### src/rtl/ifetch_ctrl.sv
// Instruction fetch controller: owns the PC, reads big-endian 16-bit instructions from a
// byte-wide sync memory and shares the port with an idle-time loader. Option: IFETCH_FAULT_EN.
module ifetch_ctrl #(
  parameter int unsigned ADDR_W   = 7,
  parameter logic [15:0] RESET_PC = 16'h0000
) (
  input  logic              clock,
  input  logic              reset,
  input  logic              start,
  input  logic              halt,
  input  logic              branch_taken,
  input  logic [15:0]       branch_target,
  input  logic              instr_ready,
  output logic              instr_valid,
  output logic [15:0]       instruction,
  output logic [15:0]       instr_pc,
  output logic [15:0]       pc,
  output logic              running,
  output logic [ADDR_W-1:0] mem_addr,
  input  logic [7:0]        mem_rd_data,
  output logic [7:0]        mem_wr_data,
  output logic              mem_wr_en,
  input  logic              load_en,
  input  logic [ADDR_W-1:0] load_addr,
  input  logic [7:0]        load_data,
  output logic              load_gnt,
  output logic              fault
);

  typedef enum logic [2:0] {StIdle, StRdHi, StRdLo, StCap, StValid} state_e;

  state_e      state_q;
  logic [15:0] pc_q;
  logic [7:0]  hi_q;
  logic [15:0] instr_q;
  logic [15:0] instr_pc_q;
  logic        valid_q;
  logic        fault_q;

  logic [ADDR_W-1:0] pc_lo;
  logic [15:0]       fetch_pc;
  logic              bad_fetch;
  logic              handshake;

  assign pc_lo     = pc_q[ADDR_W-1:0];
  assign handshake = (state_q == StValid) && valid_q && instr_ready;

  // PC that the next RD_HI entry would fetch from: Start reuses PC, branch wins over handshake.
  always_comb begin
    fetch_pc = pc_q;
    if (state_q != StIdle) begin
      fetch_pc = branch_taken ? branch_target : pc_q + 16'd2;
    end
  end

`ifdef IFETCH_FAULT_EN
  assign bad_fetch = fetch_pc[0] || (fetch_pc >= 16'(2 ** ADDR_W));
`else
  assign bad_fetch = 1'b0;
`endif

  assign load_gnt    = (state_q == StIdle) && load_en && reset;
  assign mem_wr_en   = load_gnt;
  assign mem_wr_data = load_data;

  always_comb begin
    mem_addr = '0;
    unique case (state_q)
      StIdle:  if (load_gnt) mem_addr = load_addr;
      StRdHi:  mem_addr = pc_lo;
      StRdLo:  mem_addr = pc_lo + ADDR_W'(1);
      default: mem_addr = '0;
    endcase
  end

  always_ff @(posedge clock) begin
    if (!reset) begin
      state_q    <= StIdle;
      pc_q       <= RESET_PC;
      hi_q       <= 8'h00;
      instr_q    <= 16'h0000;
      instr_pc_q <= 16'h0000;
      valid_q    <= 1'b0;
      fault_q    <= 1'b0;
    end else begin
      unique case (state_q)
        StIdle: begin
          if (start && !load_en) begin
            pc_q    <= fetch_pc;
            fault_q <= bad_fetch;
            state_q <= bad_fetch ? StIdle : StRdHi;
          end
        end
        default: begin
          if (load_en || halt) begin
            // PC is left pointing at the instruction that was not accepted.
            state_q <= StIdle;
            valid_q <= 1'b0;
          end else if (branch_taken || handshake) begin
            pc_q    <= fetch_pc;
            valid_q <= 1'b0;
            if (bad_fetch) fault_q <= 1'b1;
            state_q <= bad_fetch ? StIdle : StRdHi;
          end else begin
            case (state_q)
              StRdHi: state_q <= StRdLo;
              StRdLo: begin
                hi_q    <= mem_rd_data;
                state_q <= StCap;
              end
              StCap: begin
                instr_q    <= {hi_q, mem_rd_data};
                instr_pc_q <= pc_q;
                valid_q    <= 1'b1;
                state_q    <= StValid;
              end
              default: state_q <= state_q;
            endcase
          end
        end
      endcase
    end
  end

  assign instr_valid = valid_q;
  assign instruction = instr_q;
  assign instr_pc    = instr_pc_q;
  assign pc          = pc_q;
  assign running     = (state_q != StIdle);
  assign fault       = fault_q;

endmodule
### config.mk
export PLATFORM = sky130hd
export DESIGN_NAME = ifetch_ctrl
export DESIGN_NICKNAME = d
export VERILOG_FILES = /design/src/rtl/ifetch_ctrl.sv
export SDC_FILE = /design/constraint.sdc
export NUM_CORES = 1
export LEC_CHECK = 0
export CORE_MARGIN = 2
export CORE_UTILIZATION = 40
export CTS_CLUSTER_DIAMETER = 150
export CTS_CLUSTER_SIZE = 40
export DETAILED_ROUTE_END_ITERATION = 6
export GPL_TIMING_DRIVEN = 0
export MAX_ROUTING_LAYER = met4
export PLACE_DENSITY = 0.76
export RECOVER_POWER = 50
export SLEW_MARGIN = 10
export SYNTH_ARGS = -nofsm -noshare
export SYNTH_HDL_FRONTEND = slang
export SYNTH_SLANG_ARGS = --single-unit
### constraint.sdc
create_clock -name clock -period 1.62 [get_ports clock]
set_input_delay 0.162 -clock clock [delete_from_list [all_inputs] [get_ports clock]]
set_output_delay 0.162 -clock clock [all_outputs]
set_load 0.01 [all_outputs]
After elaboration in Yosys (flattened, before gate mapping). Cells that the tools add are included.

Reductions and logical operators: 18. Eq/ne operators: 6. Shifts and indexed selects: 0. Bitwise logic cells: 3. Add/subtract/negate cells: 2. $mul: 0. Mux-type cells: 16. Magnitude comparators: 0. Divide/modulo/power cells: 0.

Operators with widths (number): two-way mux 16 bit (6); one-hot mux 7 bit (3 select lines) (1); adder 16 x 2 -> 16 bit (second input constant) (1); two-way mux 3 bit (4); one-hot mux 3 bit (3 select lines) (1); AND reduction 4 bit (2); adder 7 x 1 -> 7 bit (second input constant) (1); two-way mux 7 bit (1); equality test 3 x 2 -> 1 bit (second input constant) (2); nonzero test 3 bit (2); nonzero test 6 bit (1); logical AND 1 bit (5); AND reduction 2 bit (2); equality test 3 x 1 -> 1 bit (second input constant) (1); equality test 3 bit (second input constant) (1); logical NOT 3 bit (1); two-way mux 1 bit (3); inverter 1 bit (3); AND reduction 3 bit (1); logical OR 1 bit (2); != test 2 x 1 -> 1 bit (second input constant) (1); != test 2 bit (second input constant) (1); nonzero test 2 bit (1); logical NOT 1 bit (1).

Memory bits (read-only): 0. Register bits after elaboration: 60. Input bits: 46. Output and inout bits: 68. Memories kept: 0. RAM bits: 0. Word-level logic and storage cells: 51. Bits in latches: 0.

Longest topological paths before layout.
Depth after elaboration: 7. Gate-level depth with buffers: 7. Gate-level depth less buffers: 5.

Worst setup path after synthesis. Ideal clock, no wire load.

Kind: register to register. From: register pc_q[1] (netlist: pc[1]). To: register pc_q[15] (netlist: pc[15]). Cell stages (with the launch flop): 8. Arrival time: 1.681 ns. Required time: 1.528 ns. Library setup time: 0.092 ns. Clock period less this slack: 1.774 ns. Path buffers: 2. Path slack: -0.154 ns. Cells stage by stage: dfxtp_1 > ha_1 > buf_4 > and2_1 > buf_2 > nand2_1 > o41a_1 > o32ai_1.

Longest elaborated chain between the ends: 6. Elaborated cells on any way between the ends: 7. Those cells by class: add/sub: 1; mux: 6.

RTL lines: from (decl) (line 33) `logic [15:0] pc_q;`; from (signal assigned) (line 89) `pc_q <= fetch_pc;`; from (signal assigned) (line 100) `pc_q <= fetch_pc;`; adder 16 x 2 -> 16 bit (*) (line 52) `fetch_pc = branch_taken ? branch_target : pc_q + 16'd2;`; two-way mux 16 bit (*) (line 52); two-way mux 16 bit (*) (line 51) `if (state_q != StIdle) begin`; two-way mux 16 bit (line 99) `end else if (branch_taken || handshake) begin`; two-way mux 16 bit (line 95) `if (load_en || halt) begin`; two-way mux 16 bit (*) (line 86) `unique case (state_q)`.

Mark *: on every way between the ends. The rest lies on a longest branch, timed or not. The select of a mux whose other input is x is not followed. A chain may end at the register's enable or synchronous reset.

Worst setup path in the final report.
From: register state_q[1]. To: output port mem_addr[6].

Longest elaborated chain between the ends: 5. Elaborated cells on any way between the ends: 7. Those cells by class: eq/ne: 2; mux: 2; reduce/logical: 3.

RTL lines: from (decl) (line 32) `state_e state_q;`; from (signal assigned) (line 78) `state_q <= StIdle;`; from (signal assigned) (line 91) `state_q <= bad_fetch ? StIdle : StRdHi;`; from (signal assigned) (line 97) `state_q <= StIdle;`; logical NOT 3 bit (line 62, 68); logical AND 1 bit (2 in a row) (line 62) `assign load_gnt = (state_q == StIdle) && load_en && reset;`; two-way mux 7 bit (line 69) `StIdle: if (load_gnt) mem_addr = load_addr;`; one-hot mux 7 bit (3 select lines) (*) (line 68) `unique case (state_q)`; to (decl) (line 19) `output logic [ADDR_W-1:0] mem_addr,`.

Mark *: on every way between the ends. The rest lies on a longest branch, timed or not.

==> impl.org <==
** Status
- The run finished, with violations left.
- The final reports fail on DRC, setup timing.

** Layout
- 0 antenna diodes ended up in the layout.
- After routing the design area is 5350 sq um.
- Post-route non-filler standard cell count :: 661
- Share of the core filled with cells :: 70.3%
- The filler cells instantiated in the layout total 534.
- The post-route netlist has 35.4% of its cells at a drive strength greater than 1.
- The final layout contains 602 nets.
- Growth of design area from synthesis to finish :: 73.0%

** Hold path
- The worst hold path terminates at pc[10]$_SDFFE_PN0P_.
- In this run the most critical hold path is launched from reset.
- Hold crit path type :: input port to flip-flop
- The worst hold path was traced through 4 stages.

** Global route
- Entering global routing, the biggest net connects 11 pins.
- The number of antenna violations at the first check in global routing came to 0.
- Total gr overflow :: 0
- Global-route wire length before repair :: 16.5 mm
- Via count of the first global-routing pass :: 3366
- Global routing usage summed across all routing layers :: 25.3%

** Clock tree
- In this run the deepest clock path goes through 2 buffers.
- The clock net in this run drives a total of 60 sinks.
- CTS Buf Count :: 9
- Clock-pin slew was measured on the worst setup and hold paths at 0.08 ns.
- Latest clock arrival within the worst-skew pair :: 0.36 ns
- CTS placed an instance of sky130_fd_sc_hd__clkbuf_8 at the clock tree root.
- CTS H-tree depth :: 3
- Hold repair after CTS inserted 0 buffers.
- TritonCTS built the clock tree.

** Place
- After detailed placement, the total cell area comes to 4250 sq um.
- The congestion estimate from routability-driven global placement came to 0.928.
- Worst-case setup slack after placement :: -0.509 ns
- Count of placed standard cells including taps :: 600
- Port-buffer cells :: 102
- The wire-length estimate of the detail-placed layout is 7.18 mm.

** STA
- Setup repair after global routing could not meet its margin everywhere.
- After layout, the minimum clock period comes to 2.03 ns.
- Summed over all failing endpoints, the final setup total negative slack is -4.66 ns.
- Worst Tran Pin Value :: 0.831 ns
- Total setup violations reported at the end of the flow :: 54
- The final-report hold violation count came to 0.
- Max-slew headroom at the worst pin :: 44.6%
- Clock skew on the completed layout was measured at 0.0121 ns.
- The final critical path takes up 126% of the cycle.
- Worst Slack Setup Final :: -0.415 ns
- The final count of pins violating max slew came to 0.
- Hold WS :: 0.317 ns
- Fmax :: 491 MHz

** Synthesis
- In this run the mean area of a mapped cell was 7.81 sq um.
- Synthesis produced a netlist whose cell count is 396.
- Count of different cell masters after synthesis :: 59
- For this run, the number of Yosys warnings is 0.
- Sequential cells were found to cover 38.8% of the synthesized design area.
- Nets in the synthesized netlist :: 444
- For this run, the leading register cell type out of synthesis is sky130_fd_sc_hd__dfxtp_1.
- In this run the cell area of the synthesized design comes to 3090 sq um.
- Counting flops with an async set or reset pin after synthesis yields a share of 0%.
- Register bit total from synthesis :: 60
- Counting flops with a built-in enable in the synthesized netlist gives 0.

** Critical path
- The worst setup path is captured at an output pin.
- Of all nets on the critical path, the largest fanout is 6.
- The worst register-to-register path ends at pc[15]$_SDFFE_PN0P_.
- Flop2flop setup slack :: -0.21 ns
- Arrival time reported for the critical path endpoint :: 1.87 ns
- At the worst endpoint, the required time is 1.46 ns.
- Counting cells, the worst reg-to-reg path comes to 7.
- Source of the worst register-to-register timing path :: state_q[1]$_SDFFE_PN0P_
- CP Class :: flip-flop to output pin
- STA classifies the critical path startpoint as a flip-flop.

** Route
- Dividing the detail-routed via count by the number of cells gives 6.05.
- DR pass1 iterations :: 7
- In the routed design, unresolved DRC markers number 1.
- Summing over every cut layer, the via total after detailed routing is 4002.
- Post-DR wirelength/cell :: 19.8 um
- For this block, the routed nets add up to 13.1 mm of wire.
- The first routing iteration left 463 violations.
- Once detail routing completed, the nets flagged for antenna violations numbered 0.

** Power
- Max IR drop VDD :: 0.456 mV
- Leakage power total :: 2.02 nW
- After layout, the design draws a total of 3.27 mW.
- Power per Cell Area :: 610 nW/um^2

** Die
- Die Y-Extent :: 91.9 um
- Row generation in the floorplan step produced 32 rows.
- From left edge to right edge, the die measures 91.9 um.
- Number of I/O pins :: 114
- The floorplan step defined a die boundary enclosing 8450 sq um.
- Initial cell density of the core :: 40.7%
- The region available for standard cell placement spans 7610 sq um.

** Run
- Max-cap violations in this run came to 0.
## critical path, cell delays in order, from the launching register on
cell and delay [ns]:
sky130_fd_sc_hd__dfxtp_2 0.35, sky130_fd_sc_hd__buf_6 0.10, sky130_fd_sc_hd__or3b_4 0.40, sky130_fd_sc_hd__buf_6 0.16, sky130_fd_sc_hd__a31oi_4 0.13, sky130_fd_sc_hd__o21ai_1 0.09
sky130_fd_sc_hd__o311ai_1 0.10, sky130_fd_sc_hd__buf_2 0.19
## synth_stat cells, types with 2 or more instances
cell type / count / area share, %
sky130_fd_sc_hd__buf_6: 3 / 1.1
sky130_fd_sc_hd__a211oi_1: 2 / 0.49
sky130_fd_sc_hd__o32ai_1: 4 / 1.1
sky130_fd_sc_hd__o21ai_0: 15 / 2.4
sky130_fd_sc_hd__o311ai_1: 6 / 1.7
sky130_fd_sc_hd__o21ai_1: 2 / 0.32
sky130_fd_sc_hd__nor2_4: 2 / 0.73
sky130_fd_sc_hd__buf_2: 14 / 2.3
sky130_fd_sc_hd__nand2b_1: 4 / 0.81
sky130_fd_sc_hd__a31oi_1: 9 / 1.8
sky130_fd_sc_hd__o31ai_1: 5 / 1.2
sky130_fd_sc_hd__nand3_1: 15 / 2.4
sky130_fd_sc_hd__nor4b_1: 2 / 0.57
sky130_fd_sc_hd__ha_1: 2 / 0.81
sky130_fd_sc_hd__nand2_1: 99 / 12
sky130_fd_sc_hd__and4_1: 3 / 0.85
sky130_fd_sc_hd__nor2_1: 12 / 1.5
sky130_fd_sc_hd__nor4_1: 2 / 0.40
sky130_fd_sc_hd__and2_1: 3 / 0.61
sky130_fd_sc_hd__nand4_1: 3 / 0.61
sky130_fd_sc_hd__a221o_1: 3 / 0.97
sky130_fd_sc_hd__nor3_1: 6 / 0.97
sky130_fd_sc_hd__inv_1: 2 / 0.24
sky130_fd_sc_hd__a41oi_1: 3 / 0.85
sky130_fd_sc_hd__nor3b_1: 3 / 0.73
sky130_fd_sc_hd__clkbuf_1: 13 / 1.6
sky130_fd_sc_hd__buf_1: 2 / 0.24
sky130_fd_sc_hd__dfxtp_1: 60 / 39
sky130_fd_sc_hd__and3_1: 6 / 1.2
sky130_fd_sc_hd__a41o_1: 3 / 0.97
sky130_fd_sc_hd__mux2i_1: 2 / 0.65
sky130_fd_sc_hd__buf_4: 15 / 3.6
sky130_fd_sc_hd__a21oi_1: 45 / 7.3
## area by class of cell
| cell class | count | area (sq um) | area share (%) |
|---|---|---|---|
| Inverter | 4 | 22.5 | 0.421 |
| Timing Repair Buffer | 151 | 1440 | 26.9 |
| Sequential cell | 60 | 1230 | 22.9 |
| Clock inverter | 3 | 18.8 | 0.351 |
| Buffer | 43 | 318 | 5.94 |
| Multi-Input combinational cell | 285 | 2030 | 37.9 |
| Clock buffer | 13 | 170 | 3.18 |
| Tap cell | 102 | 128 | 2.38 |
## per-layer routing
| layer | share of wire [%] | track usage, % | wire length [um] | vias to the layer above |
|---|---|---|---|---|
| met5 | 0 | - | 0 | - |
| met4 | 5.3 | 7.46 | 687 | 0 |
| met3 | 9.0 | 6.33 | 1180 | 87 |
| met2 | 48 | 41.3 | 6320 | 298 |
| met1 | 37 | 31.1 | 4890 | 1889 |
| li1 | - | - | - | 1728 |
## repair_timing
action | in CTS | in global routing
resized for setup | 102 | 103
endpoints found under the hold margin | 0 | 0
setup buffers | 23 | 22
endpoints found under the setup margin | 49 | 67
pin swaps | 16 | 28
cloned | 3 | 4
## worst max-delay path by stage
| stage | from | to |
|---|---|---|
| after floorplan | pc[1]$_SDFFE_PN0P_ | pc[15]$_SDFFE_PN0P_ |
| after global placement | state_q[1]$_SDFFE_PN0P_ | mem_addr[5] |
| after detailed placement | state_q[1]$_SDFFE_PN0P_ | mem_addr[6] |
| after CTS | state_q[2]$_SDFFE_PN0P_ | mem_addr[6] |
| after global routing | state_q[1]$_SDFFE_PN0P_ | mem_addr[6] |
| final | state_q[1]$_SDFFE_PN0P_ | mem_addr[6] |
## flip-flops by register name (all words and copies together), names as in the netlist
signal and flops:
hi_q 8, instr_pc 16, instr_valid 1, instruction 16, pc 16, state_q 3
## kinds of logic after synthesis
| kind of cell | Yosys count | share of synthesized area [%] |
|---|---|---|
| flops | 60 | 38.8 |
| compound gates | 111 | 23.7 |
| mux | 2 | 0.647 |
| simple gates | 169 | 26.6 |
| fa+ha+maj | 2 | 0.809 |
| buf+inv | 51 | 9.30 |
| other cells | 1 | 0.121 |
## cells in the final DEF (no fill, tap or decap), types with 4 or more instances in the layout
cell type,n
sky130_fd_sc_hd__nand2_2,11
sky130_fd_sc_hd__clkbuf_8,10
sky130_fd_sc_hd__dfxtp_1,48
sky130_fd_sc_hd__dfxtp_2,8
sky130_fd_sc_hd__dfxtp_4,4
sky130_fd_sc_hd__o21ai_1,7
sky130_fd_sc_hd__a21oi_1,24
sky130_fd_sc_hd__buf_2,15
sky130_fd_sc_hd__nand3_1,12
sky130_fd_sc_hd__buf_6,25
sky130_fd_sc_hd__o21ai_0,8
sky130_fd_sc_hd__a21oi_2,20
sky130_fd_sc_hd__nor3_4,4
sky130_fd_sc_hd__o31ai_1,4
sky130_fd_sc_hd__clkdlybuf4s50_1,61
sky130_fd_sc_hd__clkbuf_2,4
sky130_fd_sc_hd__nand2_1,86
sky130_fd_sc_hd__nor2_1,11
sky130_fd_sc_hd__and3_1,4
sky130_fd_sc_hd__buf_4,43
sky130_fd_sc_hd__dlygate4sd3_1,31
sky130_fd_sc_hd__clkbuf_1,9
sky130_fd_sc_hd__o32ai_2,4
sky130_fd_sc_hd__buf_8,4
sky130_fd_sc_hd__a31oi_1,7
## report_power, final
part | internal (mW) | total, mW | switching (mW)
registers | 1.47 | 1.48 | 0.00687
clock network | 0.689 | 1.33 | 0.638
logic | 0.224 | 0.460 | 0.236
No activity file was read; power rests on OpenSTA's default activity.
==> variant 1, RTL diff (same flow settings) <==
The option `IFETCH_FAULT_EN` is turned on by a define.
--- a/src/rtl/ifetch_ctrl.sv
+++ b/src/rtl/ifetch_ctrl.sv
@@ -1,5 +1,7 @@
 // Instruction fetch controller: owns the PC, reads big-endian 16-bit instructions from a
 // byte-wide sync memory and shares the port with an idle-time loader. Option: IFETCH_FAULT_EN.
+`define IFETCH_FAULT_EN
+
 module ifetch_ctrl #(
   parameter int unsigned ADDR_W   = 7,
   parameter logic [15:0] RESET_PC = 16'h0000
Check against the original RTL: not equivalent (Yosys sat finds a counterexample within 4 cycles, from zero or initial values and one cycle with reset low).
==> variant 1 against the original RTL <==
The run ends with negative setup slack left; cell area grew 12%; register-to-register slack got worse by 0.14 ns; non-clock buffer count increased by 11; routed wire length is 14% higher; critical path depth is 1 higher; sequential cell count rose by 1; total power grew 4.2%; setup slack better by 0.066 ns; area after synthesis is 4.3% higher.
==> variant 1: results <==
group,metric,value,unit
timing,setup-tns-final,-9.29,ns
logic_synthesis,syn_inst,435,
logic_synthesis,synth_cell_types,55,
critical_path,crit_path_max_fanout,5,
cells_and_area,nNetsFinal,655,
logic_synthesis,synth-async-reset-ratio,0,%
route,post_drt_wl_per_cell,20.9,um
placement,dp.cells,641,
timing,setup_violations,52,
cells_and_area,drive_gt1_share,44.2,%
critical_path,worstSetupEndpointType,"flip-flop",
logic_synthesis,ys_seq_area_share,37.8,%
grt,antenna_found_initial,0,
critical_path,arrival,2.21,ns
grt,grt_pass1_wl,20100,um
timing,skew,0.0148,ns
cells_and_area,nFillCells,503,
placement,io_buffers,104,
timing,setup_slack,-0.349,ns
clocking,htreeDepth,3,
power,p_leak,2.49,nW
logic_synthesis,synthTopCellsByArea,"dfxtp_1 38%, nand2_1 13%, a21oi_1 8.7%, nor2_1 3.3%, nand3_1 3.1%",
cells_and_area,finalNonFillerCells,713,
critical_path,critPathTopFamily,"compound AO/OA/AOI/OAI gates",
logic_synthesis,synth_edf_count,0,
placement,post-place-ws,-0.773,ns
logic_synthesis,synthTopCellsByCount,"110 x nand2_1, 61 x dfxtp_1, 56 x a21oi_1",
critical_path,cp_slowest_cell,"o41a_1",
outcome,outcome,"finished, violations left",
timing,worstMarginPinSlew,0.770,ns
route,drtIter0Drc,474,
grt,grt_pass1_vias,4076,
grt,grt_max_degree,11,
placement,hpwl,7730,um
clocking,cts_root_buffer,"clkbuf_8",
power,peakVddDrop,484,uV
clocking,cts-buffers-inserted,9,
logic_synthesis,synth_nets,483,
route,vias,4310,
placement,place_area,0.00450,mm^2
route,first_pass_iters,5,
placement,gp_congestion,0.919,
cells_and_area,insertedDiodeCount,0,
grt,grtUsageTotal,30.2,%
critical_path,cp_slowest_stage_delay,0.41,ns
outcome,violations,"negative setup slack",
[variant 1: cell count changes in the layout (fill, tap and decap cells not counted), moves of 6 or more]
cell             change
inv_1                +7
nand2_1             -33
nand2_4             +32
dlygate4sd3_1       -22
nand2_2             +12
buf_8                +6
a21oi_2             +12
clkbuf_1             -6
clkdlybuf4s50_1     +23
nand3_1              +6
nor2_1              +15
[variant 1: area by class of cell]
cell class                 instances  area [um^2]  share of cell area (%)
multi-input combinational        320         2380                    39.6
timing repair buffer             169         1670                    27.8
sequential                        61         1260                    21.0
buffer                            36          325                    5.41
clock buffer                      13          190                    3.16
tap                              102          128                    2.12
inverter                          10         40.0                   0.666
clock inverter                     2         13.8                   0.229
[variant 1: worst paths after layout]
| kind | from | end | slack, ns | depth (start not counted) |
|---|---|---|---|---|
| hold / removal | branch_target[1] | pc[1]$_SDFFE_PN0P_ | 0.42 | 3 |
| setup / recovery | pc[1]$_SDFFE_PN0P_ | fault$_SDFFE_PN0P_ | -0.35 | 8 |
| hold reg to reg | instr_pc[3]$_SDFFE_PN0P_ | instr_pc[3]$_SDFFE_PN0P_ | 0.46 | 2 |
| setup reg to reg | pc[1]$_SDFFE_PN0P_ | fault$_SDFFE_PN0P_ | -0.35 | 8 |
[variant 1: logic make-up after synthesis]
logic type | synth area share, %
fa+ha+maj | 0.775
flops | 37.8
simple gates | 30.0
compound gates | 20.8
mux | 0.969
buf+inv | 8.84
xor+xnor | 0.814
[variant 1: repair_timing]
item | 4_1_cts | 5_1_grt
pin swaps | 49 | 64
endpoints found under the setup margin | 73 | 72
resized for setup | 175 | 121
gates cloned | 5 | 1
buffers inserted | 41 | 20
hold endpoints to repair | 0 | 0
[variant 1: where the power goes]
group | total (mW) | switching (mW) | leakage (nW) | internal [mW]
Combinational | 0.484 | 0.242 | 1.89 | 0.242
Sequential | 1.51 | 0.0126 | 0.503 | 1.49
Clock | 1.41 | 0.648 | 0.107 | 0.766
Total | 3.40 | 0.902 | 2.49 | 2.50
[variant 1: per-layer routing]
| metal | up-vias | global-route usage [%] | part of all wire [%] |
|---|---|---|---|
| met5 | - | - | 0 |
| met4 | 0 | 16.8 | 4.7 |
| met3 | 81 | 6.82 | 9.4 |
| met2 | 318 | 49.2 | 48 |
| met1 | 2053 | 34.4 | 38 |
| li1 | 1858 | - | - |
[variant 1: worst register-to-register path, cell delays in order, from the launching register on]
cell       delay [ns]
dfxtp_4          0.38
ha_4             0.18
nand3_4          0.13
buf_6            0.13
nor3_2           0.04
o41a_1           0.41
a2111oi_4        0.33
and4_1           0.23
nor2_1           0.04
==> variant 2, RTL diff (same flow settings) <==
Made on the original files. Put one more register stage on the output `fault`, with the module's reset. The value now appears one clock later. The other outputs are not delayed to match.
--- a/src/rtl/ifetch_ctrl.sv
+++ b/src/rtl/ifetch_ctrl.sv
@@ -127,6 +127,12 @@
   assign instr_pc    = instr_pc_q;
   assign pc          = pc_q;
   assign running     = (state_q != StIdle);
-  assign fault       = fault_q;
+  always_ff @(posedge clock) begin
+    if (!reset) begin
+      fault <= '0;
+    end else begin
+      fault <= fault_q;
+    end
+  end
 
 endmodule
Check against the original RTL: no difference found for any inputs over 4 cycles, from zero or initial values and one cycle with reset low; that may be too few to reach the edited logic, so the function may still have changed.
==> variant 2 against the original RTL <==
The run ends with negative setup slack left; setup slack better by 0.083 ns; sequential cell count unchanged; global-route usage increased by 0.77 points; total power shrank 0.42%; routed wire length fell by 15%; area after synthesis down 4.0%; clock power down 9%; cell area fell by 5.6%; via count is 11% lower.
==> variant 2: results <==
group,metric,value,unit
outcome,outcome,"finished, violations left",
outcome,violations,"negative setup slack",
logic_synthesis,synth-async-reset-ratio,0,%
timing,skew,0.00887,ns
logic_synthesis,synth_cell_types,55,
logic_synthesis,ys_seq_area_share,40.5,%
cells_and_area,insertedDiodeCount,0,
critical_path,cp_slowest_cell,"and4bb_4",
critical_path,critPathTopFamily,"simple AND/OR/NAND/NOR gates",
grt,grtUsageTotal,26.1,%
logic_synthesis,synth_xor_area_share,0.295,%
logic_synthesis,synth_compound_area_share,23.1,%
logic_synthesis,synth-adder-area-share,0.843,%
critical_path,r2r_start,"state_q[0]$_SDFFE_PN0P_",
clocking,cts_buffer_depth,2,
placement,io_buffers,102,
power,power_clock,1.21,mW
grt,grt_max_degree,12,
route,post_drt_wl_per_cell,17.7,um
grt,grt_pass1_vias,3385,
placement,gp_congestion,0.913,
route,first_pass_iters,5,
critical_path,crit_path_max_fanout,6,
timing,worstMarginPinSlew,0.956,ns
critical_path,cp_slowest_stage_delay,0.39,ns
route,vias_per_cell,5.67,
timing,setup_slack,-0.332,ns
grt,grt_pass1_wl,16800,um
logic_synthesis,synthTopCellsByArea,"dfxtp_1 40%, nand2_1 10%, a21oi_1 7.9%, mux2i_1 4.0%, nor2_1 3.4%",
cells_and_area,drive_gt1_share,28.8,%
logic_synthesis,synth-main-ff-cell,"dfxtp_1",
clocking,clk_latency,0.35,ns
clocking,cts-buffers-inserted,9,
logic_synthesis,synth_mux_area_share,4.05,%
logic_synthesis,synth_nets,426,
power,powerDensity,644,mW/mm^2
logic_synthesis,synthTopCellsByCount,"83 x nand2_1, 60 x dfxtp_1, 47 x a21oi_1",
worst_hold_path,hold_class,"in -> reg",
worst_hold_path,min_to,"pc[3]$_SDFFE_PN0P_",
power,peakVddDrop,531,uV
placement,hpwl,6740,um
critical_path,arrival,2.20,ns
critical_path,critPathCapture,"pc[14]$_SDFFE_PN0P_",
worst_hold_path,hold_depth,3,
clocking,cts_root_buffer,"clkbuf_8",
cells_and_area,nFillCells,544,
timing,finalHoldViolations,0,
critical_path,critPathKind,"reg -> reg",
power,p_leak,1.80,nW
logic_synthesis,yosysWarnings,0,
power,p_int,2.35,mW
timing,setup_violations,31,
cells_and_area,nNetsFinal,570,
floorplanning,placementRows,31,
critical_path,reg2reg_depth,7,
timing,hold-worst-slack,0.234,ns
route,drtIter0Drc,414,
-- variant 2: cell count changes after synthesis, sizes merged, moves of 4 or more --
| cell | change |
|---|---|
| a31oi | -5 |
| o311ai | +4 |
| clkbuf | +8 |
| nand3 | -9 |
| buf | -17 |
| nor2 | +12 |
| nand2 | -16 |
| mux2i | +10 |
| o21ai | -5 |
-- variant 2: cell type report --
class / count / area share (%)
Sequential cell: 60 / 24.4
Timing Repair Buffer: 136 / 26.0
Buffer: 35 / 5.00
Multi-Input combinational cell: 274 / 38.2
Clock buffer: 10 / 2.72
Tap cell: 99 / 2.45
Inverter: 6 / 0.446
Clock inverter: 6 / 0.792
-- variant 2: stage by stage --
| step | util [%] | TNS, ns | cells | area [um^2] | setup slack [ns] |
|---|---|---|---|---|---|
| 2_1_floorplan | - | -0.717 | 378 | 3010 | -0.0846 |
| 3_3_place_gp | 57.5 | -29.83 | 579 | 4150 | -0.670 |
| 3_5_place_dp | 57.5 | -31.48 | 579 | 4150 | -0.682 |
| 4_1_cts | 65.3 | -3.99 | 619 | 4710 | -0.324 |
| 5_1_grt | 70.0 | -7.65 | 626 | 5050 | -0.377 |
| 6_report | 70.0 | -6.12 | 626 | 5050 | -0.332 |
-- variant 2: metal layers --
| layer | vias up | wire length [um] | GRT usage, % |
|---|---|---|---|
| li1 | 1635 | - | - |
| met5 | - | 0 | - |
| met2 | 196 | 5500 | 44.3 |
| met3 | 42 | 915 | 7.46 |
| met4 | 0 | 267 | 7.82 |
| met1 | 1679 | 4420 | 29.9 |
-- variant 2: timing repair --
item	4_1_cts	5_1_grt
resized for setup	101	92
setup buffers	24	8
hold buffers	0	0
pin swaps	13	28
gates cloned	1	1
setup endpoints to repair	63	64
